<file path="src/rtl/dma_dsc_cache_pkg.sv">
// Shared types and default sizes for the descriptor cache read-port arbiter.
// Latency: n/a (types and constants only).
// Backpressure: n/a.
package dma_dsc_cache_pkg;

   localparam int DSC_WIDTH   = 128;  // descriptor / cache word width
   localparam int DSC_ADDR_W  = 7;    // 128-entry cache
   localparam int DSC_NUM_REQ = 4;    // channel engines sharing the read port
   localparam int REQ_ID_W    = $clog2(DSC_NUM_REQ);

   typedef logic [REQ_ID_W-1:0] req_id_t;

   // One slot of the read-return pipeline. fwd/fwd_data carry a same-cycle
   // write value past the RAM when forwarding is built in.
   typedef struct packed {
      logic                 valid;
      req_id_t              id;
      logic                 fwd;
      logic [DSC_WIDTH-1:0] fwd_data;
   } dsc_stage_t;

endpackage

</file>
<file path="src/rtl/dma_dsc_cache_arb_if.sv">
// Bundle of requester, fetch-engine write and cache RAM signals for dma_dsc_cache_arb.
// Latency: n/a (wires only).
// Backpressure: reads wait in RD_REQ until RD_GNT; writes are never stalled.
// Modports: slave = arbiter view, master = requesters/fetch engine/RAM view.
interface dma_dsc_cache_arb_if
   import dma_dsc_cache_pkg::*;
#(
   parameter int WIDTH   = DSC_WIDTH,
   parameter int ADDR_W  = DSC_ADDR_W,
   parameter int NUM_REQ = DSC_NUM_REQ
);
   logic                      WR_REQ;
   logic [ADDR_W-1:0]         WR_ADDR;
   logic [WIDTH-1:0]          WR_DATA;
   logic [NUM_REQ-1:0]        RD_REQ;
   logic [NUM_REQ*ADDR_W-1:0] RD_ADDR;
   logic [NUM_REQ-1:0]        RD_GNT;
   logic [NUM_REQ-1:0]        RD_VALID;
   logic [WIDTH-1:0]          RD_DATA;
   logic                      BUSY;
   logic                      RAM_WEN;
   logic [ADDR_W-1:0]         RAM_WADDR;
   logic [WIDTH-1:0]          RAM_WDATA;
   logic                      RAM_REN;
   logic [ADDR_W-1:0]         RAM_RADDR;
   logic [WIDTH-1:0]          RAM_RDATA;

   modport slave (
      input  WR_REQ, WR_ADDR, WR_DATA, RD_REQ, RD_ADDR, RAM_RDATA,
      output RD_GNT, RD_VALID, RD_DATA, BUSY,
             RAM_WEN, RAM_WADDR, RAM_WDATA, RAM_REN, RAM_RADDR
   );

   modport master (
      output WR_REQ, WR_ADDR, WR_DATA, RD_REQ, RD_ADDR, RAM_RDATA,
      input  RD_GNT, RD_VALID, RD_DATA, BUSY,
             RAM_WEN, RAM_WADDR, RAM_WDATA, RAM_REN, RAM_RADDR
   );

endinterface

</file>
<file path="src/rtl/dma_dsc_rr_arbiter.sv">
// Round-robin pick among NUM_REQ requests, searching from last_gnt+1 with wrap.
// Latency: combinational; the pointer register lives in the parent.
// Backpressure: none; the parent decides whether the pick becomes a grant.
// Ports: req in, last_gnt in, gnt one-hot out, idx out, vld (any request) out.
module dma_dsc_rr_arbiter #(
   parameter  int NUM_REQ = 4,
   localparam int IDX_W   = $clog2(NUM_REQ)
) (
   input  logic [NUM_REQ-1:0] req,
   input  logic [IDX_W-1:0]   last_gnt,
   output logic [NUM_REQ-1:0] gnt,
   output logic [IDX_W-1:0]   idx,
   output logic               vld
);

   // Position last_gnt+offs modulo NUM_REQ; offs never exceeds NUM_REQ.
   function automatic logic [IDX_W-1:0] rr_pos(input logic [IDX_W-1:0] base, input int offs);
      int p;
      p = int'(base) + offs;
      if (p >= NUM_REQ) p = p - NUM_REQ;
      return IDX_W'(p);
   endfunction

   always_comb begin
      gnt = '0;
      idx = '0;
      vld = 1'b0;
      // offs = NUM_REQ lands back on last_gnt itself, so it has lowest priority
      for (int i = 1; i <= NUM_REQ; i++) begin
         if (!vld && req[rr_pos(last_gnt, i)]) begin
            vld                    = 1'b1;
            idx                    = rr_pos(last_gnt, i);
            gnt[rr_pos(last_gnt, i)] = 1'b1;
         end
      end
   end

endmodule

</file>
<file path="src/rtl/dma_dsc_cache_arb.sv">
// Descriptor cache read-port arbiter: round-robin read grants, write pass-through, tagged returns.
// Latency: grant in cycle T returns RD_VALID/RD_DATA in T+2; writes are combinational to the RAM.
// Backpressure: requesters hold RD_REQ/RD_ADDR until RD_GNT; writes never stall.
// Ports: CLOCK, RESET_N (sync, active-low), bus (dma_dsc_cache_arb_if.slave).
// Build option DSC_CACHE_WR_FWD_EN: forward a same-cycle write to a colliding read instead of stalling it.
module dma_dsc_cache_arb
   import dma_dsc_cache_pkg::*;
#(
   parameter int WIDTH   = DSC_WIDTH,
   parameter int ADDR_W  = DSC_ADDR_W,
   parameter int NUM_REQ = DSC_NUM_REQ
) (
   input logic               CLOCK,
   input logic               RESET_N,
   dma_dsc_cache_arb_if.slave bus
);

   localparam int IDX_W = $clog2(NUM_REQ);

   logic [IDX_W-1:0]   last_gnt;
   logic [IDX_W-1:0]   arb_idx;
   logic [NUM_REQ-1:0] arb_gnt;
   logic               arb_vld;
   logic [ADDR_W-1:0]  cand_addr;
   logic               collide;
   logic               fwd;
   logic               grant;
   dsc_stage_t         s1;
   dsc_stage_t         s2;

   // Write port: straight through, also during reset.
   assign bus.RAM_WEN   = bus.WR_REQ;
   assign bus.RAM_WADDR = bus.WR_ADDR;
   assign bus.RAM_WDATA = bus.WR_DATA;

   dma_dsc_rr_arbiter #(.NUM_REQ(NUM_REQ)) u_rr (
      .req      (bus.RD_REQ),
      .last_gnt (last_gnt),
      .gnt      (arb_gnt),
      .idx      (arb_idx),
      .vld      (arb_vld)
   );

   always_comb begin
      cand_addr = '0;
      for (int i = 0; i < NUM_REQ; i++) begin
         if (arb_idx == IDX_W'(i)) cand_addr = bus.RD_ADDR[i*ADDR_W +: ADDR_W];
      end
   end

   // The RAM is read-first, so a read hitting this cycle's write would see stale data.
   assign collide = bus.WR_REQ && (cand_addr == bus.WR_ADDR);

`ifdef DSC_CACHE_WR_FWD_EN
   assign grant = RESET_N && arb_vld;
   assign fwd   = collide;
`else
   // Stall the whole port for a cycle; the pointer stays so the same requester retries first.
   assign grant = RESET_N && arb_vld && !collide;
   assign fwd   = 1'b0;
`endif

   assign bus.RD_GNT    = grant ? arb_gnt : '0;
   assign bus.RAM_REN   = grant;
   assign bus.RAM_RADDR = grant ? cand_addr : '0;

   always_ff @(posedge CLOCK) begin
      if (!RESET_N) begin
         last_gnt <= IDX_W'(NUM_REQ - 1);
         s1       <= '0;
         s2       <= '0;
      end else begin
         if (grant) last_gnt <= arb_idx;
         s1.valid    <= grant;
         s1.id       <= req_id_t'(arb_idx);
         s1.fwd      <= grant && fwd;
         s1.fwd_data <= (grant && fwd) ? bus.WR_DATA : '0;
         s2          <= s1;
      end
   end

   // Outputs are forced low during reset even before the first clock clears the stages.
   always_comb begin
      bus.RD_VALID = '0;
      for (int i = 0; i < NUM_REQ; i++) begin
         if (RESET_N && s2.valid && (s2.id == req_id_t'(i))) bus.RD_VALID[i] = 1'b1;
      end
   end

   assign bus.RD_DATA = (RESET_N && s2.valid) ? (s2.fwd ? s2.fwd_data : bus.RAM_RDATA) : '0;
   assign bus.BUSY    = RESET_N && (s1.valid || s2.valid);

endmodule

</file>
<file path="src/flat_wrapper.sv">
// flat-port wrapper written by rule: the top's interface ports become plain ports
module dma_dsc_cache_arb_flat import dma_dsc_cache_pkg::*;
#(
   parameter int WIDTH   = DSC_WIDTH,
   parameter int ADDR_W  = DSC_ADDR_W,
   parameter int NUM_REQ = DSC_NUM_REQ
)
  (CLOCK, RESET_N, bus_WR_REQ, bus_WR_ADDR, bus_WR_DATA, bus_RD_REQ, bus_RD_ADDR, bus_RAM_RDATA, bus_RD_GNT, bus_RD_VALID, bus_RD_DATA, bus_BUSY, bus_RAM_WEN, bus_RAM_WADDR, bus_RAM_WDATA, bus_RAM_REN, bus_RAM_RADDR);
  dma_dsc_cache_arb_if #(.WIDTH(WIDTH), .ADDR_W(ADDR_W), .NUM_REQ(NUM_REQ)) bus_i ();
  input logic CLOCK;
  input logic RESET_N;
  input wire logic [$bits(bus_i.WR_REQ)-1:0] bus_WR_REQ;
  input wire logic [$bits(bus_i.WR_ADDR)-1:0] bus_WR_ADDR;
  input wire logic [$bits(bus_i.WR_DATA)-1:0] bus_WR_DATA;
  input wire logic [$bits(bus_i.RD_REQ)-1:0] bus_RD_REQ;
  input wire logic [$bits(bus_i.RD_ADDR)-1:0] bus_RD_ADDR;
  input wire logic [$bits(bus_i.RAM_RDATA)-1:0] bus_RAM_RDATA;
  output wire logic [$bits(bus_i.RD_GNT)-1:0] bus_RD_GNT;
  output wire logic [$bits(bus_i.RD_VALID)-1:0] bus_RD_VALID;
  output wire logic [$bits(bus_i.RD_DATA)-1:0] bus_RD_DATA;
  output wire logic [$bits(bus_i.BUSY)-1:0] bus_BUSY;
  output wire logic [$bits(bus_i.RAM_WEN)-1:0] bus_RAM_WEN;
  output wire logic [$bits(bus_i.RAM_WADDR)-1:0] bus_RAM_WADDR;
  output wire logic [$bits(bus_i.RAM_WDATA)-1:0] bus_RAM_WDATA;
  output wire logic [$bits(bus_i.RAM_REN)-1:0] bus_RAM_REN;
  output wire logic [$bits(bus_i.RAM_RADDR)-1:0] bus_RAM_RADDR;
  assign bus_i.WR_REQ = bus_WR_REQ;
  assign bus_i.WR_ADDR = bus_WR_ADDR;
  assign bus_i.WR_DATA = bus_WR_DATA;
  assign bus_i.RD_REQ = bus_RD_REQ;
  assign bus_i.RD_ADDR = bus_RD_ADDR;
  assign bus_i.RAM_RDATA = bus_RAM_RDATA;
  assign bus_RD_GNT = bus_i.RD_GNT;
  assign bus_RD_VALID = bus_i.RD_VALID;
  assign bus_RD_DATA = bus_i.RD_DATA;
  assign bus_BUSY = bus_i.BUSY;
  assign bus_RAM_WEN = bus_i.RAM_WEN;
  assign bus_RAM_WADDR = bus_i.RAM_WADDR;
  assign bus_RAM_WDATA = bus_i.RAM_WDATA;
  assign bus_RAM_REN = bus_i.RAM_REN;
  assign bus_RAM_RADDR = bus_i.RAM_RADDR;
  dma_dsc_cache_arb #(.WIDTH(WIDTH), .ADDR_W(ADDR_W), .NUM_REQ(NUM_REQ)) u_core (.CLOCK(CLOCK), .RESET_N(RESET_N), .bus(bus_i));
endmodule
</file>
<file path="config.mk">
export PLATFORM = sky130hd
export DESIGN_NAME = dma_dsc_cache_arb_flat
export DESIGN_NICKNAME = d
export VERILOG_FILES = /design/src/rtl/dma_dsc_cache_pkg.sv /design/src/rtl/dma_dsc_cache_arb_if.sv /design/src/rtl/dma_dsc_rr_arbiter.sv /design/src/rtl/dma_dsc_cache_arb.sv /design/src/flat_wrapper.sv
export SDC_FILE = /design/constraint.sdc
export NUM_CORES = 1
export LEC_CHECK = 0
export BUFFER_PORTS_ARGS = -buffer_cell sky130_fd_sc_hd__buf_4
export CORE_AREA = 2 2 228 230
export CTS_CLUSTER_DIAMETER = 150
export CTS_CLUSTER_SIZE = 20
export DETAILED_ROUTE_END_ITERATION = 10
export DIE_AREA = 0 0 230 232
export PLACE_DENSITY = 0.35
export SETUP_SLACK_MARGIN = 0.2
export SLEW_MARGIN = 10
export SYNTH_ARGS = -nofsm -noshare
export SYNTH_HDL_FRONTEND = slang
export SYNTH_HIERARCHICAL = 1
export SYNTH_SLANG_ARGS = --single-unit
</file>
<file path="constraint.sdc">
create_clock -name CLOCK -period 9.2 [get_ports CLOCK]
set_clock_uncertainty 0.2 [all_clocks]
set_input_delay 1.84 -clock CLOCK [delete_from_list [all_inputs] [get_ports CLOCK]]
set_output_delay 1.84 -clock CLOCK [all_outputs]
set_load 0.01 [all_outputs]
</file>
==> results_dict.tcl <==
set metrics [dict create \
    synth-seq-area-share_pct 4.95 \
    outcome "finished, final reports clean" \
    yosys-top-cells-area "buf_4, and3_1, dfxtp_1, mux4_2, clkbuf_1" \
    ctsHoldBuffers 0 \
    crit_path_end_kind "primary output" \
    rsz0062_at_grt "false" \
    min_period_ns 7.06 \
    finalHoldViolations 0 \
    track_usage_pct 6.25 \
    hp-class "reg2reg" \
    syn_inst 446 \
    ys_types 41 \
    fmax_mhz 142 \
    nNetsFinal 906 \
    drtIter0Drc 95 \
    setup.worst_path.start_class "input pin" \
    vias 3719 \
    place_area_um2 5340 \
    syn_nets 752 \
    antenna_cells 0 \
    rows 83 \
    path_max_fanout 14 \
    required_ns 7.16 \
    die_h_um 232 \
    drive_gt1_share_pct 57.8 \
    globalplace.congestion 0.749 \
    tightestPinTransition_ns 1.01 \
    yosys_warnings 6 \
    overflow 0 \
    ant_nets 0 \
    area_growth_pct 67.3 \
    grt_max_degree 131 \
    insertion_delay_ns 0.23 \
    drc 0 \
    syn_avg_cell_area_um2 7.26 \
    fp.dieW_um 230 \
    antenna_found_initial 1 \
    maxCapViolations 0 \
    wl_per_cell_um 14.5 \
    grt_pass1_vias 3652 \
    setup_violations 0 \
    netlist_area_um2 3240 \
    slew_viol_final 0 \
    synth_seq_cells 8 \
    power.leakage_nw 2.93 \
    post_cts_buffers 0 \
    post-route-util_pct 10.6 \
    dp_hpwl_um 15700 \
    synth.top_cell.area_share_pct 31.5 \
    cts_root_buffer "clkbuf_16" \
    finalCritPeriodShare_pct 76.7 \
    postCtsResizedCells 0 \
    postLayoutCellArea_um2 5420 \
    die-area_um2 53400 \
    yosysTopAreaCell "buf_4" \
    cts_tree "built" \
    arrival_ns 5.02 \
    numCtsBuffers 3 \
    grt_pass1_wl_um 24900 \
    ios 579 \
    cts_buffer_depth 2 \
    clkSinkCount 8 \
    dr.pass1.iters 4 \
    ctsHtreeMaxLevel 1 \
    path_clk_slew_ns 0.04 \
    power.density_nw_per_um2 121 \
    relSlewSlack_pct 33.0 \
    tns_ns 0 \
    core_area_um2 50900 \
    crit_type "in2out" \
    whs_ns 0.235 \
    via_per_inst 2.91 \
    port-buffer-count 322 \
    peakVddDrop_v 0.0000860 \
    initial_core_util_pct 6.36 \
    drt-total-wl_um 18500 \
]
[Yosys cell counts (all sizes together)]
cell,instances
o211a,1
nand4,6
nor4bb,1
nand3b,2
a211oi,4
nor3,2
a31oi,5
or3,4
mux2,3
a2111o,4
buf,144
xor2,6
ha,8
o21ai,2
nand3,3
nor2,5
a311o,1
mux4,7
inv,8
o311ai,1
and2,16
or3b,1
dfxtp,8
or2,1
nor3b,3
and3,130
nand2b,5
clkbuf,32
o221ai,2
a21oi,7
o31ai,4
xnor2,1
nand2,10
mux2i,8
a221oi,1
[cell families (layout without fill, tap and decap cells)]
logic type / Yosys count / after routing / synth area share (%)
buffers and inverters: 184 / 337 / 38.2
AND/OR/NAND/NOR: 189 / 189 / 35.7
XOR/XNOR: 7 / 7 / 1.89
flip-flops: 8 / 8 / 4.95
AO/OA/AOI/OAI: 32 / 32 / 7.57
adder cells (fa/ha/maj): 8 / 8 / 3.09
multiplexers: 18 / 18 / 8.62
[final timing paths]
path	slack (ns)	startpoint	depth (start not counted)	to
hold / removal	0.24	u_core/s1[130]	1	u_core/s2[130]
hold reg to reg	0.24	u_core/s1[130]	1	u_core/s2[130]
setup / recovery	2.14	bus_RD_REQ[0]	12	bus_RAM_RADDR[3]
setup reg to reg	4.26	u_core/last_gnt[0]	11	u_core/last_gnt[1]
[power breakdown]
part / total, mW / internal, mW / leakage (nW) / switching [mW]
sequential: 0.0721 / 0.0452 / 0.0671 / 0.0269
clock: 0.0769 / 0.0579 / 0.0382 / 0.0190
combinational: 0.505 / 0.248 / 2.82 / 0.256
total: 0.654 / 0.352 / 2.93 / 0.302
[flip-flops by register name, indices dropped and copies added, names as in the netlist]
name and cells:
u_core/last_gnt 2, u_core/s2 3, u_core/s1 3
[routing by layer]
metal,track usage [%],part of all wire [%],up-vias
met3,3.08,13,33
li1,-,-,1717
met4,2.10,2.7,2
met5,1.29,0.50,-
met2,12.1,53,320
met1,5.46,31,1647
[cells in the final DEF (no fill, tap or decap), types with 2 or more instances in the layout]
cell type	instances
nand4_1	6
nor3b_1	3
inv_1	8
or3_1	4
nand3_1	3
o221ai_1	2
and3_1	130
ha_1	8
nor2_1	5
o31ai_1	4
o21ai_0	2
a211oi_1	2
a211oi_2	2
a21oi_1	6
dfxtp_1	7
a2111o_1	4
xor2_1	6
a31oi_1	5
mux2_4	2
clkbuf_16	3
mux4_2	7
nand2_1	10
buf_4	325
nand3b_1	2
mux2i_1	8
nand2b_1	5
and2_1	16
[worst max-delay path, cell delays in order]
cell	delay, ns
buf_4	0.16
mux2i_1	0.14
a211oi_1	0.09
a311o_1	0.35
a221oi_2	0.25
buf_4	0.27
mux4_2	0.56
xor2_1	0.23
nor3_2	0.09
a21oi_2	0.63
and3_1	0.27
buf_4	0.13
[per-stage QoR]
stage	total power, mW	cells	setup slack, ns
after floorplan	0.447	446	2.61
after detailed placement	0.589	1275	1.94
after CTS	0.670	1279	1.91
final	0.654	1279	2.14
after global routing	0.711	1279	1.76
after global placement	0.591	1275	1.95
[final cells by class]
type	count	area [um2]
Sequential cell	8	164
Clock buffer	4	78.8
Fill cell	5942	45500
Tap cell	680	851
Inverter	8	30.0
Timing Repair Buffer	325	2440
Multi-Input combinational cell	254	1850
(Power assumes the default switching activity.)
